$ cat config.mk
export PLATFORM = sky130hd
export DESIGN_NAME = dmem_arbiter_flat
export DESIGN_NICKNAME = d
export VERILOG_FILES = /design/src/rtl/dmem_arbiter_if.sv /design/src/rtl/dmem_arbiter.sv /design/src/flat_wrapper.sv
export SDC_FILE = /design/constraint.sdc
export NUM_CORES = 1
export LEC_CHECK = 0
export ABC_AREA = 0
export CAP_MARGIN = 20
export CORE_ASPECT_RATIO = 0.5
export CORE_MARGIN = 2
export CORE_UTILIZATION = 35
export CTS_CLUSTER_DIAMETER = 60
export DETAILED_ROUTE_END_ITERATION = 7
export PLACE_DENSITY = 0.94
export SYNTH_ARGS = -nofsm -noshare
export SYNTH_HDL_FRONTEND = slang
export SYNTH_SLANG_ARGS = --single-unit
$ cat constraint.sdc
create_clock -name clk -period 5.5 [get_ports clk]
set_input_delay 1.1 -clock clk [delete_from_list [all_inputs] [get_ports clk]]
set_output_delay 1.1 -clock clk [all_outputs]
set_load 0.005 [all_outputs]
$ cat src/rtl/dmem_arbiter_if.sv
// One requester port of the data-memory arbiter: request handshake plus the
// registered response that comes back one cycle after acceptance.
interface dmem_arbiter_if;
    logic        valid;
    logic        ready;
    logic        we;
    logic [31:0] addr;
    logic [31:0] wdata;
    logic        rsp_valid;
    logic        rsp_err;
    logic [31:0] rsp_rdata;

    modport master (
        output valid, we, addr, wdata,
        input  ready, rsp_valid, rsp_err, rsp_rdata
    );

    modport slave (
        input  valid, we, addr, wdata,
        output ready, rsp_valid, rsp_err, rsp_rdata
    );
endinterface

$ cat src/rtl/dmem_arbiter.sv
// Two-port round-robin arbiter with bounded bursts in front of a single-port,
// word-indexed data memory; out-of-range beats get an error response.
module dmem_arbiter #(
    parameter int unsigned DEPTH     = 1024,
    parameter int unsigned MAX_BURST = 4
) (
    input  logic                 clk,
    input  logic                 rst,
    dmem_arbiter_if.slave        p0,
    dmem_arbiter_if.slave        p1,
    output logic                 mem_we,
    output logic [31:0]          mem_addr,
    output logic [31:0]          mem_wd,
    input  logic [31:0]          mem_rd
);
    localparam int CW = $clog2(MAX_BURST + 1);

    typedef enum logic [1:0] {IDLE, OWN0, OWN1} owner_t;

    owner_t        owner_q;
    logic [CW-1:0] cnt_q;
    logic          rr_q;
    logic          rsp_valid0_q, rsp_valid1_q;
    logic          rsp_err0_q, rsp_err1_q;
    logic [31:0]   rsp_rdata0_q, rsp_rdata1_q;

    logic          gnt0, gnt1;
    logic          acc;
    logic          sel_we;
    logic          in_range;
    logic          burst_open;
    logic [31:0]   rdata_d;

    assign burst_open = (cnt_q < CW'(MAX_BURST));

    always_comb begin
        gnt0 = 1'b0;
        gnt1 = 1'b0;
        if (!rst) begin
            unique case (owner_q)
                IDLE: begin
                    if (p0.valid && p1.valid) begin
                        gnt0 = !rr_q;
                        gnt1 = rr_q;
                    end else begin
                        gnt0 = p0.valid;
                        gnt1 = p1.valid;
                    end
                end
                OWN0: begin
                    if (p0.valid && (burst_open || !p1.valid)) gnt0 = 1'b1;
                    else if (p1.valid)                         gnt1 = 1'b1;
                end
                OWN1: begin
                    if (p1.valid && (burst_open || !p0.valid)) gnt1 = 1'b1;
                    else if (p0.valid)                         gnt0 = 1'b1;
                end
                default: ;
            endcase
        end
    end

    // Grants are only ever raised for a valid port, so a grant is an accept.
    assign acc      = gnt0 | gnt1;
    assign p0.ready = gnt0;
    assign p1.ready = gnt1;

    assign mem_addr = gnt1 ? p1.addr  : (gnt0 ? p0.addr  : 32'h0);
    assign mem_wd   = gnt1 ? p1.wdata : (gnt0 ? p0.wdata : 32'h0);
    assign sel_we   = gnt1 ? p1.we    : (gnt0 ? p0.we    : 1'b0);
    assign in_range = (mem_addr < 32'(DEPTH));
    assign mem_we   = acc & sel_we & in_range;
    assign rdata_d  = (!sel_we && in_range) ? mem_rd : 32'h0;

    always_ff @(posedge clk) begin
        if (rst) begin
            owner_q      <= IDLE;
            cnt_q        <= '0;
            rr_q         <= 1'b0;
            rsp_valid0_q <= 1'b0;
            rsp_valid1_q <= 1'b0;
            rsp_err0_q   <= 1'b0;
            rsp_err1_q   <= 1'b0;
            rsp_rdata0_q <= 32'h0;
            rsp_rdata1_q <= 32'h0;
        end else begin
            if (gnt0) begin
                owner_q <= OWN0;
                cnt_q   <= (owner_q != OWN0) ? CW'(1) : (burst_open ? cnt_q + CW'(1) : cnt_q);
                rr_q    <= 1'b1;
            end else if (gnt1) begin
                owner_q <= OWN1;
                cnt_q   <= (owner_q != OWN1) ? CW'(1) : (burst_open ? cnt_q + CW'(1) : cnt_q);
                rr_q    <= 1'b0;
            end else begin
                owner_q <= IDLE;
                cnt_q   <= '0;
            end
            rsp_valid0_q <= gnt0;
            rsp_valid1_q <= gnt1;
            rsp_err0_q   <= gnt0 & !in_range;
            rsp_err1_q   <= gnt1 & !in_range;
            rsp_rdata0_q <= gnt0 ? rdata_d : 32'h0;
            rsp_rdata1_q <= gnt1 ? rdata_d : 32'h0;
        end
    end

    // A response still in flight when reset rises is dropped, not presented.
    assign p0.rsp_valid = rsp_valid0_q & !rst;
    assign p1.rsp_valid = rsp_valid1_q & !rst;
    assign p0.rsp_err   = rsp_err0_q;
    assign p1.rsp_err   = rsp_err1_q;
    assign p0.rsp_rdata = rsp_rdata0_q;
    assign p1.rsp_rdata = rsp_rdata1_q;
endmodule

$ cat src/flat_wrapper.sv
// flat-port wrapper written by rule: the top's interface ports become plain ports
module dmem_arbiter_flat 
#(
    parameter int unsigned DEPTH     = 1024,
    parameter int unsigned MAX_BURST = 4
)
  (clk, rst, mem_we, mem_addr, mem_wd, mem_rd, p0_valid, p0_we, p0_addr, p0_wdata, p0_ready, p0_rsp_valid, p0_rsp_err, p0_rsp_rdata, p1_valid, p1_we, p1_addr, p1_wdata, p1_ready, p1_rsp_valid, p1_rsp_err, p1_rsp_rdata);
  dmem_arbiter_if p0_i ();
  dmem_arbiter_if p1_i ();
  input  logic clk;
  input  logic rst;
  output logic mem_we;
  output logic [31:0] mem_addr;
  output logic [31:0] mem_wd;
  input  logic [31:0] mem_rd;
  input wire logic [$bits(p0_i.valid)-1:0] p0_valid;
  input wire logic [$bits(p0_i.we)-1:0] p0_we;
  input wire logic [$bits(p0_i.addr)-1:0] p0_addr;
  input wire logic [$bits(p0_i.wdata)-1:0] p0_wdata;
  output wire logic [$bits(p0_i.ready)-1:0] p0_ready;
  output wire logic [$bits(p0_i.rsp_valid)-1:0] p0_rsp_valid;
  output wire logic [$bits(p0_i.rsp_err)-1:0] p0_rsp_err;
  output wire logic [$bits(p0_i.rsp_rdata)-1:0] p0_rsp_rdata;
  input wire logic [$bits(p1_i.valid)-1:0] p1_valid;
  input wire logic [$bits(p1_i.we)-1:0] p1_we;
  input wire logic [$bits(p1_i.addr)-1:0] p1_addr;
  input wire logic [$bits(p1_i.wdata)-1:0] p1_wdata;
  output wire logic [$bits(p1_i.ready)-1:0] p1_ready;
  output wire logic [$bits(p1_i.rsp_valid)-1:0] p1_rsp_valid;
  output wire logic [$bits(p1_i.rsp_err)-1:0] p1_rsp_err;
  output wire logic [$bits(p1_i.rsp_rdata)-1:0] p1_rsp_rdata;
  assign p0_i.valid = p0_valid;
  assign p0_i.we = p0_we;
  assign p0_i.addr = p0_addr;
  assign p0_i.wdata = p0_wdata;
  assign p0_ready = p0_i.ready;
  assign p0_rsp_valid = p0_i.rsp_valid;
  assign p0_rsp_err = p0_i.rsp_err;
  assign p0_rsp_rdata = p0_i.rsp_rdata;
  assign p1_i.valid = p1_valid;
  assign p1_i.we = p1_we;
  assign p1_i.addr = p1_addr;
  assign p1_i.wdata = p1_wdata;
  assign p1_ready = p1_i.ready;
  assign p1_rsp_valid = p1_i.rsp_valid;
  assign p1_rsp_err = p1_i.rsp_err;
  assign p1_rsp_rdata = p1_i.rsp_rdata;
  dmem_arbiter #(.DEPTH(DEPTH), .MAX_BURST(MAX_BURST)) u_core (.clk(clk), .rst(rst), .p0(p0_i), .p1(p1_i), .mem_we(mem_we), .mem_addr(mem_addr), .mem_wd(mem_wd), .mem_rd(mem_rd));
endmodule
==> run_summary.xml, run 1 <==
<?xml version="1.0" encoding="UTF-8"?>
<metrics>
  <group name="worst_hold_path">
    <metric name="hold_end" unit="">u_core.rr_q</metric>
    <metric name="min_from" unit="">u_core.rr_q</metric>
    <metric name="hold_class" unit="">reg2reg</metric>
    <metric name="whs_path_depth" unit="">2</metric>
  </group>
  <group name="timing">
    <metric name="post-route-worst-setup-slack" unit="ns">0.200</metric>
    <metric name="fmax" unit="GHz">0.189</metric>
    <metric name="timing_hold_violations_final" unit="">0</metric>
    <metric name="maxSlewHeadroom" unit="%">37.8</metric>
    <metric name="fin_tns_setup" unit="ns">0</metric>
    <metric name="period_share" unit="%">96.4</metric>
    <metric name="timing.final.setup_violations" unit="">0</metric>
    <metric name="report.final.slew_viol_count" unit="">0</metric>
    <metric name="fin_worst_hold_slack" unit="ns">0.545</metric>
    <metric name="period_minus_slack" unit="ns">5.30</metric>
    <metric name="fin_worst_skew" unit="ns">0.00488</metric>
    <metric name="rsz_0062_raised_after_global_routing" unit="">false</metric>
    <metric name="worst_slew_pin_slew" unit="ns">0.933</metric>
  </group>
  <group name="power">
    <metric name="fin_total_pwr" unit="mW">1.48</metric>
    <metric name="power-per-cell-area" unit="mW/mm^2">211</metric>
    <metric name="worst_ir_drop_on_vdd" unit="uV">176</metric>
    <metric name="p_leak" unit="nW">2.43</metric>
  </group>
  <group name="global_routing">
    <metric name="grt.overflow.total" unit="">0</metric>
    <metric name="grt_usage" unit="%">24.8</metric>
    <metric name="antenna_found_initial" unit="">0</metric>
    <metric name="grt_start_max_net_pins" unit="">65</metric>
    <metric name="first_global_vias" unit="">4239</metric>
    <metric name="global_route_wire_length_before_repair" unit="mm">22.1</metric>
  </group>
  <group name="clock_tree">
    <metric name="hold_bufs_at_cts" unit="">0</metric>
    <metric name="postCtsSetupBuffers" unit="">0</metric>
    <metric name="worstSkewPairLatency" unit="ns">0.32</metric>
    <metric name="number_of_levels_the_h_tree_was_split_into" unit="">3</metric>
    <metric name="clk_pin_slew_worst_setup_hold_paths" unit="ns">0.05</metric>
    <metric name="clock_tree_from_tritoncts" unit="">built</metric>
    <metric name="tritoncts_num_sinks" unit="">73</metric>
    <metric name="cts_resized" unit="">0</metric>
    <metric name="clock_tree.buffer_depth" unit="">2</metric>
    <metric name="cts_inserted_buffers" unit="">9</metric>
    <metric name="cts-root-buf" unit="">sky130_fd_sc_hd__clkbuf_16</metric>
  </group>
  <group name="setup_path">
    <metric name="path_cells" unit="">clkdlybuf4s50_1, buf_4, nor4bb_1, a211oi_1, a22oi_1, a31oi_1, or4_4, a211oi_1, clkdlybuf4s50_1</metric>
    <metric name="crit_path_max_incr_delay" unit="ns">0.59</metric>
    <metric name="setup.worst_path.start_class" unit="">input port</metric>
    <metric name="worst_r2r_endpoint" unit="">u_core.p1.rsp_rdata[27]</metric>
    <metric name="critPathMaxFanout" unit="">15</metric>
    <metric name="worst-r2r-cell-count" unit="">7</metric>
    <metric name="worst-setup-path-type" unit="">in2out</metric>
    <metric name="ff2ff_setup_slack" unit="ns">2.19</metric>
    <metric name="cp.buffers_inverters" unit="">3</metric>
    <metric name="timing.critical_path.max_delay_family" unit="">buffers and inverters</metric>
    <metric name="cp_data_arrival_time" unit="ns">4.20</metric>
    <metric name="critical_path.reg2reg.startpoint" unit="">u_core.cnt_q[2]</metric>
    <metric name="worst_path_max_delay_cell" unit="">sky130_fd_sc_hd__clkdlybuf4s50_1</metric>
    <metric name="critPathRequiredTime" unit="ns">4.40</metric>
    <metric name="cp.depth" unit="">9</metric>
    <metric name="setup.worst_path.end_class" unit="">output pin</metric>
  </group>
  <group name="place">
    <metric name="dpl_cell_area" unit="sq mm">0.00672</metric>
    <metric name="place_inst" unit="">820</metric>
    <metric name="dp_hpwl" unit="mm">11.1</metric>
    <metric name="pre_cts_ws" unit="ns">0.256</metric>
    <metric name="gpl.final_weighted_congestion" unit="">0.861</metric>
    <metric name="port_buffers" unit="">300</metric>
  </group>
  <group name="floorplanning">
    <metric name="initial_utilization" unit="%">35.9</metric>
    <metric name="row_count" unit="">26</metric>
    <metric name="core_area" unit="sq mm">0.0102</metric>
    <metric name="die-area" unit="sq mm">0.0113</metric>
    <metric name="die_h" unit="um">76.3</metric>
    <metric name="floorplan.io_pins" unit="">301</metric>
    <metric name="die_x" unit="um">149</metric>
  </group>
  <group name="synthesis">
    <metric name="synth_area" unit="sq mm">0.00366</metric>
    <metric name="synth-warning-count" unit="">0</metric>
    <metric name="synth.avg_cell_area" unit="sq um">8.97</metric>
    <metric name="yosys-top-cells-area" unit="">sky130_fd_sc_hd__dfxtp_1 40%, sky130_fd_sc_hd__nor3_2 14%, sky130_fd_sc_hd__a22o_1 11%</metric>
    <metric name="post_synth_inst_count" unit="">408</metric>
    <metric name="synth.lib_cells_used.distinct" unit="">46</metric>
    <metric name="flip_flop_and_latch_count_after_synthesis" unit="">73</metric>
    <metric name="yosys.area.top_type" unit="">sky130_fd_sc_hd__dfxtp_1</metric>
    <metric name="synth_nets" unit="">575</metric>
    <metric name="synth_sequential_area_ratio" unit="%">39.9</metric>
    <metric name="synth_edf_count" unit="">0</metric>
    <metric name="postSynth.asyncResetShare" unit="%">0</metric>
    <metric name="synth_flop_cell" unit="">sky130_fd_sc_hd__dfxtp_1</metric>
    <metric name="synth_top_area_share" unit="%">39.9</metric>
  </group>
  <group name="route">
    <metric name="routed_wire_length_per_instance" unit="um">17.1</metric>
    <metric name="drc" unit="">0</metric>
    <metric name="router_iterations_before_antenna_repair" unit="">4</metric>
    <metric name="drt_iter0_drc" unit="">363</metric>
    <metric name="via_count" unit="">4269</metric>
    <metric name="ant_nets" unit="">0</metric>
    <metric name="drt-total-wl" unit="mm">14.3</metric>
    <metric name="drt-vias-per-instance" unit="">5.10</metric>
  </group>
  <group name="finish">
    <metric name="final_layout_size_suffix_gt1_share" unit="%">12.5</metric>
    <metric name="finish.cell_count_without_fillers" unit="">837</metric>
    <metric name="finalNetCount" unit="">859</metric>
    <metric name="flow.area_growth_from_synthesis" unit="%">91.5</metric>
    <metric name="utilization" unit="%">68.8</metric>
    <metric name="final_standard_cell_area_without_fillers" unit="sq mm">0.00701</metric>
    <metric name="diodes" unit="">0</metric>
    <metric name="top_library_cells_by_usage_in_the_layout_fill_and_taps_aside" unit="">300 x sky130_fd_sc_hd__clkdlybuf4s50_1, 85 x sky130_fd_sc_hd__nand2_1, 73 x sky130_fd_sc_hd__dfxtp_1</metric>
    <metric name="most_common_cell_after_layout_fill_and_taps_aside" unit="">sky130_fd_sc_hd__clkdlybuf4s50_1</metric>
  </group>
  <group name="job">
    <metric name="maxCapViolCount" unit="">0</metric>
  </group>
  <group name="run_status">
    <metric name="status" unit="">completed</metric>
  </group>
</metrics>
## synthesized netlist by cell type, types with 3 or more instances
library cell	n
sky130_fd_sc_hd__buf_6	7
sky130_fd_sc_hd__dfxtp_1	73
sky130_fd_sc_hd__nand3b_1	11
sky130_fd_sc_hd__nor2_1	9
sky130_fd_sc_hd__inv_1	7
sky130_fd_sc_hd__clkbuf_1	23
sky130_fd_sc_hd__o22ai_1	8
sky130_fd_sc_hd__nand2_1	85
sky130_fd_sc_hd__buf_4	5
sky130_fd_sc_hd__nor4_1	4
sky130_fd_sc_hd__a221o_1	4
sky130_fd_sc_hd__buf_2	4
sky130_fd_sc_hd__nor3_1	15
sky130_fd_sc_hd__a21oi_1	14
sky130_fd_sc_hd__nand3_1	3
sky130_fd_sc_hd__nor2b_1	3
sky130_fd_sc_hd__a22oi_1	5
sky130_fd_sc_hd__nor3_2	50
sky130_fd_sc_hd__a22o_1	47
## where the power goes
| part | leakage (nW) | switching [mW] | internal [mW] |
|---|---|---|---|
| Clock | 0.128 | 0.215 | 0.304 |
| Combinational | 1.71 | 0.183 | 0.234 |
| Sequential | 0.589 | 0.00649 | 0.535 |
## logic make-up after synthesis
family	Yosys count	synth area share, %
buf+inv	48	7.04
simple gates	193	32.5
mux	3	0.855
xor+xnor	1	0.239
compound gates	89	19.1
flops	73	39.9
fa+ha+maj	1	0.342
## cell type report
type | count | area, sq um
Clock buffer | 9 | 225
Clock inverter | 7 | 46.3
Fill cell | 790 | 3180
Inverter | 7 | 26.3
Multi-Input combinational cell | 287 | 1950
Sequential cell | 73 | 1460
Tap cell | 140 | 175
Timing Repair Buffer | 314 | 3130
## per-layer routing
layer  track usage, %  vias to the layer above  share of wire [%]
li1                 -                     2042                  -
met1             28.8                     2003                 39
met5                0                        -                  0
met2             43.3                      190                 50
met3             7.49                       34                7.5
met4             8.76                        0                3.0
## sequential cells by signal (all words and copies together) (netlist names)
| register | flops |
|---|---|
| u_core.rsp_valid1_q | 1 |
| u_core.owner_q | 2 |
| u_core.cnt_q | 3 |
| u_core.p0.rsp_rdata | 32 |
| u_core.p0.rsp_err | 1 |
| u_core.p1.rsp_err | 1 |
| u_core.rr_q | 1 |
| u_core.p1.rsp_rdata | 32 |
## worst max-delay path by stage
stage | slack, ns | end | from
after global routing | 0.06 | mem_we | p1_valid
after detailed placement | 0.26 | mem_we | p1_valid
final | 0.20 | mem_we | p1_valid
after CTS | 0.27 | mem_we | p1_valid
after floorplan | 1.25 | mem_we | p1_valid
after global placement | 0.42 | mem_we | p1_valid
## worst register-to-register path: stages (launching register included)
cell and delay (ns):
sky130_fd_sc_hd__dfxtp_1 0.53, sky130_fd_sc_hd__mux2_2 0.42, sky130_fd_sc_hd__a211oi_1 0.64, sky130_fd_sc_hd__a22oi_1 0.24
sky130_fd_sc_hd__a31oi_1 0.26, sky130_fd_sc_hd__or4_4 0.17, sky130_fd_sc_hd__buf_4 0.70, sky130_fd_sc_hd__nor3_1 0.19
(Power assumes the default switching activity.)
==> inputs of run 2 (changes only) <==
--- a/config.mk
+++ b/config.mk
@@ -13,6 +13,7 @@
 export CTS_CLUSTER_DIAMETER = 60
 export DETAILED_ROUTE_END_ITERATION = 7
 export PLACE_DENSITY = 0.94
+export SLEW_MARGIN = 20
 export SYNTH_ARGS = -nofsm -noshare
 export SYNTH_HDL_FRONTEND = slang
 export SYNTH_SLANG_ARGS = --single-unit
==> run 2 against run 1 <==
Cell count is 0.12% lower; clock-buffer cell count stayed put; critical path depth stayed put; first-iteration DRC count is 3.9% lower; sequential share of layout area hardly changed; setup slack better by 0.0051 ns; final area is 0.16% lower; maximum frequency hardly changed; register-to-register slack worse by 0.09 ns; core utilization is 0.11 points lower; clock power hardly changed; critical path type unchanged.
==> run_summary.xml, run 2 (synthesized netlist as in run 1, its figures left out) <==
<?xml version="1.0" encoding="UTF-8"?>
<metrics>
  <group name="timing">
    <metric name="timing.final.setup_violations" unit="">0</metric>
    <metric name="rsz_0062_raised_after_global_routing" unit="">false</metric>
    <metric name="fin_worst_skew" unit="ns">0.00481</metric>
    <metric name="period_minus_slack" unit="ns">5.30</metric>
    <metric name="maxSlewHeadroom" unit="%">37.7</metric>
    <metric name="fin_tns_setup" unit="ns">0</metric>
    <metric name="fin_worst_hold_slack" unit="ns">0.545</metric>
    <metric name="report.final.slew_viol_count" unit="">0</metric>
    <metric name="fmax" unit="GHz">0.189</metric>
    <metric name="worst_slew_pin_slew" unit="ns">0.934</metric>
    <metric name="timing_hold_violations_final" unit="">0</metric>
    <metric name="period_share" unit="%">96.3</metric>
  </group>
  <group name="finish">
    <metric name="flow.area_growth_from_synthesis" unit="%">91.1</metric>
    <metric name="finalNetCount" unit="">858</metric>
    <metric name="most_common_cell_after_layout_fill_and_taps_aside" unit="">sky130_fd_sc_hd__clkdlybuf4s50_1</metric>
    <metric name="utilization" unit="%">68.7</metric>
    <metric name="top_library_cells_by_usage_in_the_layout_fill_and_taps_aside" unit="">300 x sky130_fd_sc_hd__clkdlybuf4s50_1, 85 x sky130_fd_sc_hd__nand2_1, 73 x sky130_fd_sc_hd__dfxtp_1</metric>
    <metric name="final_standard_cell_area_without_fillers" unit="sq mm">0.00700</metric>
    <metric name="multi_input_comb_area" unit="sq mm">0.00195</metric>
    <metric name="filler_cell_count" unit="">792</metric>
    <metric name="final_layout_size_suffix_gt1_share" unit="%">12.5</metric>
    <metric name="diodes" unit="">0</metric>
    <metric name="finish.cell_count_without_fillers" unit="">836</metric>
    <metric name="sequential_cell_area" unit="sq mm">0.00146</metric>
  </group>
  <group name="setup_path">
    <metric name="ff2ff_setup_slack" unit="ns">2.10</metric>
    <metric name="critPathRequiredTime" unit="ns">4.40</metric>
    <metric name="worst-setup-path-type" unit="">in2out</metric>
    <metric name="critPathMaxFanout" unit="">15</metric>
    <metric name="setup.worst_path.start_class" unit="">input port</metric>
    <metric name="cp_data_arrival_time" unit="ns">4.20</metric>
    <metric name="setup.worst_path.end_class" unit="">output pin</metric>
  </group>
  <group name="route">
    <metric name="drc" unit="">0</metric>
    <metric name="drt-total-wl" unit="mm">14.2</metric>
    <metric name="drt-vias-per-instance" unit="">5.06</metric>
    <metric name="drt_iter0_drc" unit="">349</metric>
    <metric name="routed_wire_length_per_instance" unit="um">17.0</metric>
    <metric name="via_count" unit="">4233</metric>
    <metric name="ant_nets" unit="">0</metric>
    <metric name="router_iterations_before_antenna_repair" unit="">4</metric>
  </group>
  <group name="clock_tree">
    <metric name="clk_pin_slew_worst_setup_hold_paths" unit="ns">0.05</metric>
    <metric name="hold_bufs_at_cts" unit="">0</metric>
    <metric name="postCtsSetupBuffers" unit="">0</metric>
    <metric name="tritoncts_num_sinks" unit="">73</metric>
    <metric name="cts-root-buf" unit="">sky130_fd_sc_hd__clkbuf_16</metric>
    <metric name="number_of_levels_the_h_tree_was_split_into" unit="">3</metric>
    <metric name="worstSkewPairLatency" unit="ns">0.32</metric>
    <metric name="cts_inserted_buffers" unit="">9</metric>
    <metric name="clock_tree_from_tritoncts" unit="">built</metric>
    <metric name="clock_tree.buffer_depth" unit="">2</metric>
    <metric name="cts_resized" unit="">0</metric>
  </group>
  <group name="place">
    <metric name="dp_hpwl" unit="mm">11.1</metric>
    <metric name="gpl.final_weighted_congestion" unit="">0.861</metric>
    <metric name="dpl_cell_area" unit="sq mm">0.00672</metric>
    <metric name="place_inst" unit="">820</metric>
    <metric name="port_buffers" unit="">300</metric>
  </group>
  <group name="power">
    <metric name="worst_ir_drop_on_vdd" unit="uV">176</metric>
    <metric name="power-per-cell-area" unit="mW/mm^2">211</metric>
    <metric name="p_leak" unit="nW">2.41</metric>
  </group>
  <group name="global_routing">
    <metric name="first_global_vias" unit="">4239</metric>
    <metric name="grt_start_max_net_pins" unit="">65</metric>
    <metric name="grt_usage" unit="%">24.8</metric>
    <metric name="grt.overflow.total" unit="">0</metric>
    <metric name="antenna_found_initial" unit="">0</metric>
    <metric name="global_route_wire_length_before_repair" unit="mm">22.1</metric>
  </group>
  <group name="floorplanning">
    <metric name="initial_utilization" unit="%">35.9</metric>
    <metric name="core_area" unit="sq mm">0.0102</metric>
    <metric name="die_h" unit="um">76.3</metric>
    <metric name="row_count" unit="">26</metric>
    <metric name="floorplan.io_pins" unit="">301</metric>
    <metric name="die_x" unit="um">149</metric>
    <metric name="die-area" unit="sq mm">0.0113</metric>
  </group>
  <group name="job">
    <metric name="maxCapViolCount" unit="">0</metric>
  </group>
  <group name="run_status">
    <metric name="status" unit="">completed</metric>
  </group>
  <group name="worst_hold_path">
    <metric name="hold_class" unit="">reg2reg</metric>
  </group>
</metrics>
## run 2: cell count changes in the layout (fill, tap and decap cells not counted)
cell | before | now
sky130_fd_sc_hd__a2111oi_0 | 1 | 0
sky130_fd_sc_hd__dlymetal6s2s_1 | 1 | 0
sky130_fd_sc_hd__a2111oi_1 | 0 | 1
## run 2: report_power, final
group	switching, mW	total, mW	internal, mW
Combinational	0.183	0.416	0.233
Sequential	0.00644	0.541	0.535
Clock	0.214	0.518	0.304
Total	0.403	1.47	1.07
## run 2: critical path, cell delays in order
cell                              delay (ns)
sky130_fd_sc_hd__clkdlybuf4s50_1        0.53
sky130_fd_sc_hd__buf_4                  0.21
sky130_fd_sc_hd__nor4bb_1               0.35
sky130_fd_sc_hd__a211oi_1               0.20
sky130_fd_sc_hd__a22oi_1                0.30
sky130_fd_sc_hd__a31oi_1                0.15
sky130_fd_sc_hd__or4_4                  0.54
sky130_fd_sc_hd__a211oi_1               0.21
sky130_fd_sc_hd__clkdlybuf4s50_1        0.59
## run 2: per-stage QoR
| stage | worst slack, ns | power, mW |
|---|---|---|
| global placement | 0.415 | 0.959 |
| finish | 0.205 | 1.47 |
| detailed placement | 0.256 | 0.964 |
| global route | 0.0646 | 1.54 |
| floorplan | 1.25 | 0.736 |
| CTS | 0.267 | 1.48 |
## run 2: area by class of cell
type / instances / share of cell area [%]
Inverter: 7 / 0.376
Clock inverter: 7 / 0.662
Sequential cell: 73 / 20.9
Timing Repair Buffer: 313 / 44.5
Tap cell: 140 / 2.50
Clock buffer: 9 / 3.22
Multi-Input combinational cell: 287 / 27.8
## run 2: worst paths after layout
check,startpoint,endpoint,cells past startpoint
max reg2reg,u_core.cnt_q[2],u_core.p1.rsp_rdata[27],7
min reg2reg,u_core.cnt_q[1],u_core.cnt_q[1],2
max,p1_valid,mem_we,9
min,u_core.cnt_q[1],u_core.cnt_q[1],2
## run 2: metal layers
metal	global-route usage [%]	part of all wire, %	vias to the layer above
li1	-	-	2038
met1	28.8	39	1966
met2	43.3	50	193
met3	7.49	7.9	36
met4	8.76	3.1	0
met5	0	0	-
